**src/rtl/rv32_pkg.sv**
```systemverilog
// Shared writeback-stage types: load funct3 encodings, pending-result entry,
// stage state and the load-data extraction helper.
package rv32_pkg;

  localparam logic [2:0] LB  = 3'b000;
  localparam logic [2:0] LH  = 3'b001;
  localparam logic [2:0] LW  = 3'b010;
  localparam logic [2:0] LBU = 3'b100;
  localparam logic [2:0] LHU = 3'b101;

  typedef struct packed {
    logic [4:0]  rd;
    logic        wen;
    logic        is_load;
    logic [2:0]  funct3;
    logic [1:0]  addr_lo;
    logic [31:0] alu_result;
  } wb_entry_t;

  typedef enum logic [1:0] {
    IDLE     = 2'd0,
    RETIRE   = 2'd1,
    WAIT_MEM = 2'd2
  } wb_state_e;

  // Unknown funct3 codes fall back to a full-word load.
  function automatic logic [31:0] load_extend(input logic [2:0]  funct3,
                                              input logic [1:0]  addr_lo,
                                              input logic [31:0] rdata);
    logic [7:0]  b;
    logic [15:0] h;
    b = rdata[{addr_lo, 3'b000} +: 8];
    h = rdata[{addr_lo[1], 4'b0000} +: 16];
    case (funct3)
      LB:      return {{24{b[7]}}, b};
      LH:      return {{16{h[15]}}, h};
      LBU:     return {24'd0, b};
      LHU:     return {16'd0, h};
      default: return rdata;
    endcase
  endfunction

endpackage

```
**src/rtl/rv32_wb_fifo.sv**
```systemverilog
// In-order pending-result FIFO; the whole entry array and per-slot valid
// mask are exposed so the stage can build its register scoreboard.
module rv32_wb_fifo
  import rv32_pkg::*;
#(
  parameter int DEPTH = 4
) (
  input  logic                  clk,
  input  logic                  rst,
  input  logic                  push,
  input  wb_entry_t             push_data,
  input  logic                  pop,
  output logic                  full,
  output logic                  empty,
  output wb_entry_t             head,
  output wb_entry_t [DEPTH-1:0] entries,
  output logic [DEPTH-1:0]      entry_vld
);

  localparam int AW = $clog2(DEPTH);

  logic [AW-1:0]         wr_ptr, rd_ptr;
  logic [AW:0]           count;
  wb_entry_t [DEPTH-1:0] mem;
  logic                  do_push, do_pop;

  assign full    = (count == (AW+1)'(DEPTH));
  assign empty   = (count == '0);
  assign do_push = push && !full;
  assign do_pop  = pop && !empty;

  always_ff @(posedge clk or posedge rst) begin
    if (rst) begin
      wr_ptr <= '0;
      rd_ptr <= '0;
      count  <= '0;
    end else begin
      if (do_push) wr_ptr <= wr_ptr + 1'b1;
      if (do_pop)  rd_ptr <= rd_ptr + 1'b1;
      if (do_push && !do_pop)      count <= count + 1'b1;
      else if (!do_push && do_pop) count <= count - 1'b1;
    end
  end

  // Payload storage carries no reset; validity comes from the pointers only.
  always_ff @(posedge clk) begin
    if (do_push) mem[wr_ptr] <= push_data;
  end

  assign head    = mem[rd_ptr];
  assign entries = mem;

  for (genvar g = 0; g < DEPTH; g++) begin : g_vld
    logic [AW-1:0] off;
    assign off          = AW'(g) - rd_ptr;
    assign entry_vld[g] = ({1'b0, off} < count);
  end

endmodule

```
**src/rtl/rv32_writeback_stage.sv**
```systemverilog
// RV32 writeback stage: buffers MEM results in order, waits on load data,
// extends it, and drives a registered register-file write port.
module rv32_writeback_stage
  import rv32_pkg::*;
#(
  parameter int DEPTH = 4
) (
  input  logic        clk,
  input  logic        rst,
  input  logic        in_valid,
  output logic        in_ready,
  input  logic [4:0]  in_rd,
  input  logic        in_wen,
  input  logic        in_is_load,
  input  logic [2:0]  in_funct3,
  input  logic [1:0]  in_addr_lo,
  input  logic [31:0] in_alu_result,
  input  logic        mem_rvalid,
  input  logic [31:0] mem_rdata,
  output logic        write_reg,
  output logic [4:0]  sel_d1,
  output logic [31:0] reg_d1,
  output logic [31:0] rd_busy,
  output logic [31:0] retired_count,
  output logic        err_unexpected_rdata
);

  wb_entry_t             push_data, head;
  wb_entry_t [DEPTH-1:0] entries;
  logic [DEPTH-1:0]      entry_vld;
  logic                  full, empty, push, pop, unexpected;
  logic [31:0]           wb_data;
  wb_state_e             state;

  assign push_data = '{rd: in_rd, wen: in_wen, is_load: in_is_load,
                       funct3: in_funct3, addr_lo: in_addr_lo,
                       alu_result: in_alu_result};

  // Full blocks accept even when the head retires this cycle.
  assign in_ready = !full;
  assign push     = in_valid && !full;

  rv32_wb_fifo #(.DEPTH(DEPTH)) u_fifo (
    .clk       (clk),
    .rst       (rst),
    .push      (push),
    .push_data (push_data),
    .pop       (pop),
    .full      (full),
    .empty     (empty),
    .head      (head),
    .entries   (entries),
    .entry_vld (entry_vld)
  );

  // State follows the head entry and this cycle's memory response.
  always_comb begin
    state = IDLE;
    if (!empty) state = (head.is_load && !mem_rvalid) ? WAIT_MEM : RETIRE;
  end

  assign pop        = (state == RETIRE);
  assign unexpected = mem_rvalid && !(state == RETIRE && head.is_load);
  assign wb_data    = head.is_load ? load_extend(head.funct3, head.addr_lo, mem_rdata)
                                   : head.alu_result;

  always_ff @(posedge clk or posedge rst) begin
    if (rst) begin
      write_reg            <= 1'b0;
      sel_d1               <= '0;
      reg_d1               <= '0;
      retired_count        <= '0;
      err_unexpected_rdata <= 1'b0;
    end else begin
      write_reg <= pop && head.wen && (head.rd != 5'd0);
      if (pop) begin
        sel_d1        <= head.rd;
        reg_d1        <= wb_data;
        retired_count <= retired_count + 32'd1;
      end
      if (unexpected) err_unexpected_rdata <= 1'b1;
    end
  end

  always_comb begin
    rd_busy = '0;
    for (int i = 0; i < DEPTH; i++) begin
      if (entry_vld[i] && entries[i].wen) rd_busy[entries[i].rd] = 1'b1;
    end
    rd_busy[0] = 1'b0;
  end

endmodule

```
**config.mk**
```make
export PLATFORM = sky130hd
export DESIGN_NAME = rv32_writeback_stage
export DESIGN_NICKNAME = d
export VERILOG_FILES = /design/src/rtl/rv32_pkg.sv /design/src/rtl/rv32_wb_fifo.sv /design/src/rtl/rv32_writeback_stage.sv
export SDC_FILE = /design/constraint.sdc
export NUM_CORES = 1
export LEC_CHECK = 0
export CAP_MARGIN = 20
export CORE_MARGIN = 4
export CORE_UTILIZATION = 50
export CTS_CLUSTER_SIZE = 20
export DETAILED_ROUTE_END_ITERATION = 8
export PLACE_DENSITY = 0.75
export SKIP_LAST_GASP = 1
export SLEW_MARGIN = 5
export SYNTH_ARGS = -nofsm -noshare
export SYNTH_HDL_FRONTEND = slang
export SYNTH_SLANG_ARGS = --single-unit
```
**constraint.sdc**
```tcl
create_clock -name clk -period 3.81 [get_ports clk]
set_clock_uncertainty 0.05 [all_clocks]
set_input_delay 0.762 -clock clk [delete_from_list [all_inputs] [get_ports clk]]
set_output_delay 0.762 -clock clk [all_outputs]
set_load 0.01 [all_outputs]
```
==> flow_summary.yaml <==
routing:
  antenna_violating_nets_post_route: 0
  route.vias.total: 8162
  post_drt_via_cell_ratio: 6.13
  wl_per_cell_um: 23.3
  finalWirelength_mm: 31.0
  drt_pass1_iterations: 5
  drt_iter0_markers: 797
  route.detailed.drc: 0
synth:
  postSynthRegisterBits: 254
  yosys_warnings: 0
  synth_fp_nets: 916
  seq_area_frac_synth: 0.625
  synth_async_sr_flop_share: 0.307
  synth.lib_cells_used.distinct: 63
  cell_count_after_synthesis: 825
  synth_edf_count: 176
  synth-main-ff-cell: "sky130_fd_sc_hd__edfxtp_1"
  syn-mean-instance-area_um2: 14.0
  mappedNetlistArea_um2: 11600
worst_setup_path:
  required_ps: 3000
  worst_ep_arrival_time_ps: 3050
  crit_path_cell_trace: "xor2_2 -> ha_1 -> a21oi_2 -> buf_4 -> o2111ai_2 -> o32ai_1 -> or3_1 -> clkdlybuf4s50_1"
  crit_slowest_cell: "sky130_fd_sc_hd__dfrtp_4"
  critical_path_buf_inv_count: 2
  cp_launch_point: "u_fifo.rd_ptr[0]"
  startpoint_type: "flop"
  timing.critical_path.slowest_cell_delay_ps: 510
  cp-endpoint: "rd_busy[9]"
  r2r_cells: 6
  timing_worst_setup_path_type: "flop to output port"
  timing.critical_path.max_delay_family: "buffers and inverters"
  timing.critical_path.fanout_max: 5
  end_of_the_worst_register_to_register_path: "reg_d1[15]"
  rr_startpoint: "u_fifo.rd_ptr[0]"
  worst_setup_path_end_kind: "output port"
  reg2reg_setup_slack_ps: 290
  timing.critical_path.depth: 8
pwr:
  vdd.ir_drop.worst_uv: 399
  power.net_switching_uw: 3910
  power.sequential.fraction: 0.372
  design_power_total_uw: 11200
  cell_internal_pwr_uw: 7250
  power.static_leakage_uw: 0.00563
  power.clock.fraction: 0.234
  p_sw_frac: 0.351
  power_frac_comb: 0.394
  power.density_cell_area_nw_per_um2: 752
timing:
  final_worst_hold_slack_ps: 431
  max_slew_margin: 0.359
  layout_setup_ws_ps: -47.2
  unrepaired_setup_endpoints_after_global_routing: "true"
  min_period_over_period: 1.01
  achievable-frequency_mhz: 259
  finalHoldViolations: 0
  period_minus_slack_ps: 3860
  finalSetupTns_ps: -154
  setup_violations: 4
  maxSlewViolCount: 0
  tightest_slew_ps: 958
die:
  die_area_um2: 25600
  top_level_ports: 184
  floorplan.initialDensity: 0.510
  fp.dieW_um: 160
  die-height_um: 160
  rows: 55
  core_area_um2: 22700
grt:
  vias_in_the_first_global_route: 8240
  grt_pass1_wl_mm: 47.9
  antenna_found_initial: 0
  grt_max_degree: 49
  globalRouteTotalUtil: 0.236
  globalRouteOverflowTotal: 0
final_layout:
  num_antenna_cells: 0
  layout.cells.most_common: "sky130_fd_sc_hd__edfxtp_1"
  design.final.nets: 1118
  layout-drive-gt1-share: 0.165
  layout_common_cells: "sky130_fd_sc_hd__edfxtp_1, sky130_fd_sc_hd__clkdlybuf4s50_1, sky130_fd_sc_hd__dfrtp_1, sky130_fd_sc_hd__nand2_1, sky130_fd_sc_hd__mux4_2"
  syn2layout_area_growth_pct: 28.3
  finish.utilization: 0.654
  max_ffs_per_register: 176
clock_tree:
  worstSkewPairLatency_ps: 520
  clock_sinks: 254
  cts_hold_fix_bufs: 0
  cts_inserted_buffers: 27
  clk_transition_reported_paths_ps: 60
  clockBufferDepth: 3
  cts_tree: "done"
  clock_tree.htree_level_count: 1
  clk_root_buffer_cell: "sky130_fd_sc_hd__clkbuf_16"
min_path:
  hp-class: "flop to flop"
  worst_hold_path_stage_count: 1
placement:
  buffer_ports.inserted: 182
  dp.final_hpwl_mm: 20.6
  final_weighted_congestion_of_routability_driven_global_placement: 0.977
run_status:
  status: "complete, but fails checks"
  violations: "negative setup slack"
job:
  max_cap_viol_count: 0
==> Yosys cell counts, types with 5 or more instances <==
cell type	instances	area, um2
sky130_fd_sc_hd__clkbuf_1	25	93.8
sky130_fd_sc_hd__nand3_1	23	115
sky130_fd_sc_hd__and2_1	7	43.8
sky130_fd_sc_hd__a211o_1	6	52.6
sky130_fd_sc_hd__nand3b_1	10	75.1
sky130_fd_sc_hd__or3_1	7	43.8
sky130_fd_sc_hd__a22oi_1	19	143
sky130_fd_sc_hd__nor2_1	29	109
sky130_fd_sc_hd__o211ai_1	7	52.6
sky130_fd_sc_hd__buf_2	11	55.1
sky130_fd_sc_hd__nor3_1	8	40.0
sky130_fd_sc_hd__nand4_1	17	106
sky130_fd_sc_hd__xnor2_1	31	272
sky130_fd_sc_hd__dfrtp_1	78	1950
sky130_fd_sc_hd__nand2b_1	10	62.6
sky130_fd_sc_hd__nor2b_1	5	31.3
sky130_fd_sc_hd__mux4_2	44	991
sky130_fd_sc_hd__o22ai_1	44	275
sky130_fd_sc_hd__edfxtp_1	176	5290
sky130_fd_sc_hd__inv_1	23	86.3
sky130_fd_sc_hd__xor2_1	7	61.3
sky130_fd_sc_hd__ha_1	10	125
sky130_fd_sc_hd__and4_1	5	43.8
sky130_fd_sc_hd__o21ai_0	8	40.0
sky130_fd_sc_hd__o221ai_1	9	78.8
sky130_fd_sc_hd__or3b_2	5	43.8
sky130_fd_sc_hd__a21oi_1	23	115
sky130_fd_sc_hd__and3_1	6	37.5
sky130_fd_sc_hd__mux2i_1	13	130
sky130_fd_sc_hd__a211oi_1	8	60.1
sky130_fd_sc_hd__nand2_1	66	248
sky130_fd_sc_hd__a21boi_0	9	67.6
sky130_fd_sc_hd__or2_2	11	68.8
sky130_fd_sc_hd__o2111ai_1	7	61.3
sky130_fd_sc_hd__nand4b_1	5	43.8
==> logic make-up after synthesis <==
logic type	count (synthesis)	share of synthesized area
AND/OR/NAND/NOR	232	0.111
AO/OA/AOI/OAI	164	0.0994
flip-flops	254	0.625
buffers and inverters	66	0.0242
XOR/XNOR	38	0.0288
multiplexers	59	0.0988
other	1	0.000324
adder cells (fa/ha/maj)	11	0.0125
==> final cells by class <==
cell class	count	area, um2
Tap cell	285	357
Fill cell	1651	7870
Clock buffer	28	679
Clock inverter	20	211
Multi-Input combinational cell	505	4150
Sequential cell	254	7240
Inverter	24	91.3
Timing Repair Buffer	215	2110
==> how the worst min path moves through the flow <==
stage / end / slack, ps / start
final: retired_count[31] / 430 / retired_count[31]
after global routing: retired_count[25] / 460 / retired_count[25]
after CTS: err_unexpected_rdata / 440 / err_unexpected_rdata
after detailed placement: err_unexpected_rdata / 420 / err_unexpected_rdata
after global placement: retired_count[31] / 410 / retired_count[31]
after floorplan: retired_count[31] / 460 / retired_count[31]
==> timing repair <==
| action | 4_1_cts | 5_1_grt |
|---|---|---|
| setup buffers | 8 | 7 |
| setup endpoints to repair | 31 | 29 |
| pin swaps | 6 | 3 |
| gates resized for setup | 18 | 22 |
==> per-stage QoR <==
step	setup WS (ps)	instances	cell area [um2]
finish	-47.2	1331	14800
global route	-146	1331	14800
CTS	-38.0	1324	14700
detailed placement	241	1268	13700
global placement	326	1268	13700
floorplan	303	825	11600
==> layer usage <==
layer / global-route usage / vias up / share of wire
li1: - / 3635 / -
met1: 0.340 / 4058 / 0.42
met3: 0.0452 / 54 / 0.081
met5: 0 / - / 0
met2: 0.377 / 415 / 0.47
met4: 0.0575 / 0 / 0.022
==> power groups by stage <==
stage | Sequential, uW | Combinational, uW | Clock [uW]
finish | 4150 | 4390 | 2620
global route | 4220 | 4750 | 2790
CTS | 4150 | 4350 | 2650
detailed placement | 4180 | 4200 | 0
global placement | 4160 | 4130 | 0
floorplan | 4110 | 2650 | 0
Power figures use the tool's default switching activity.
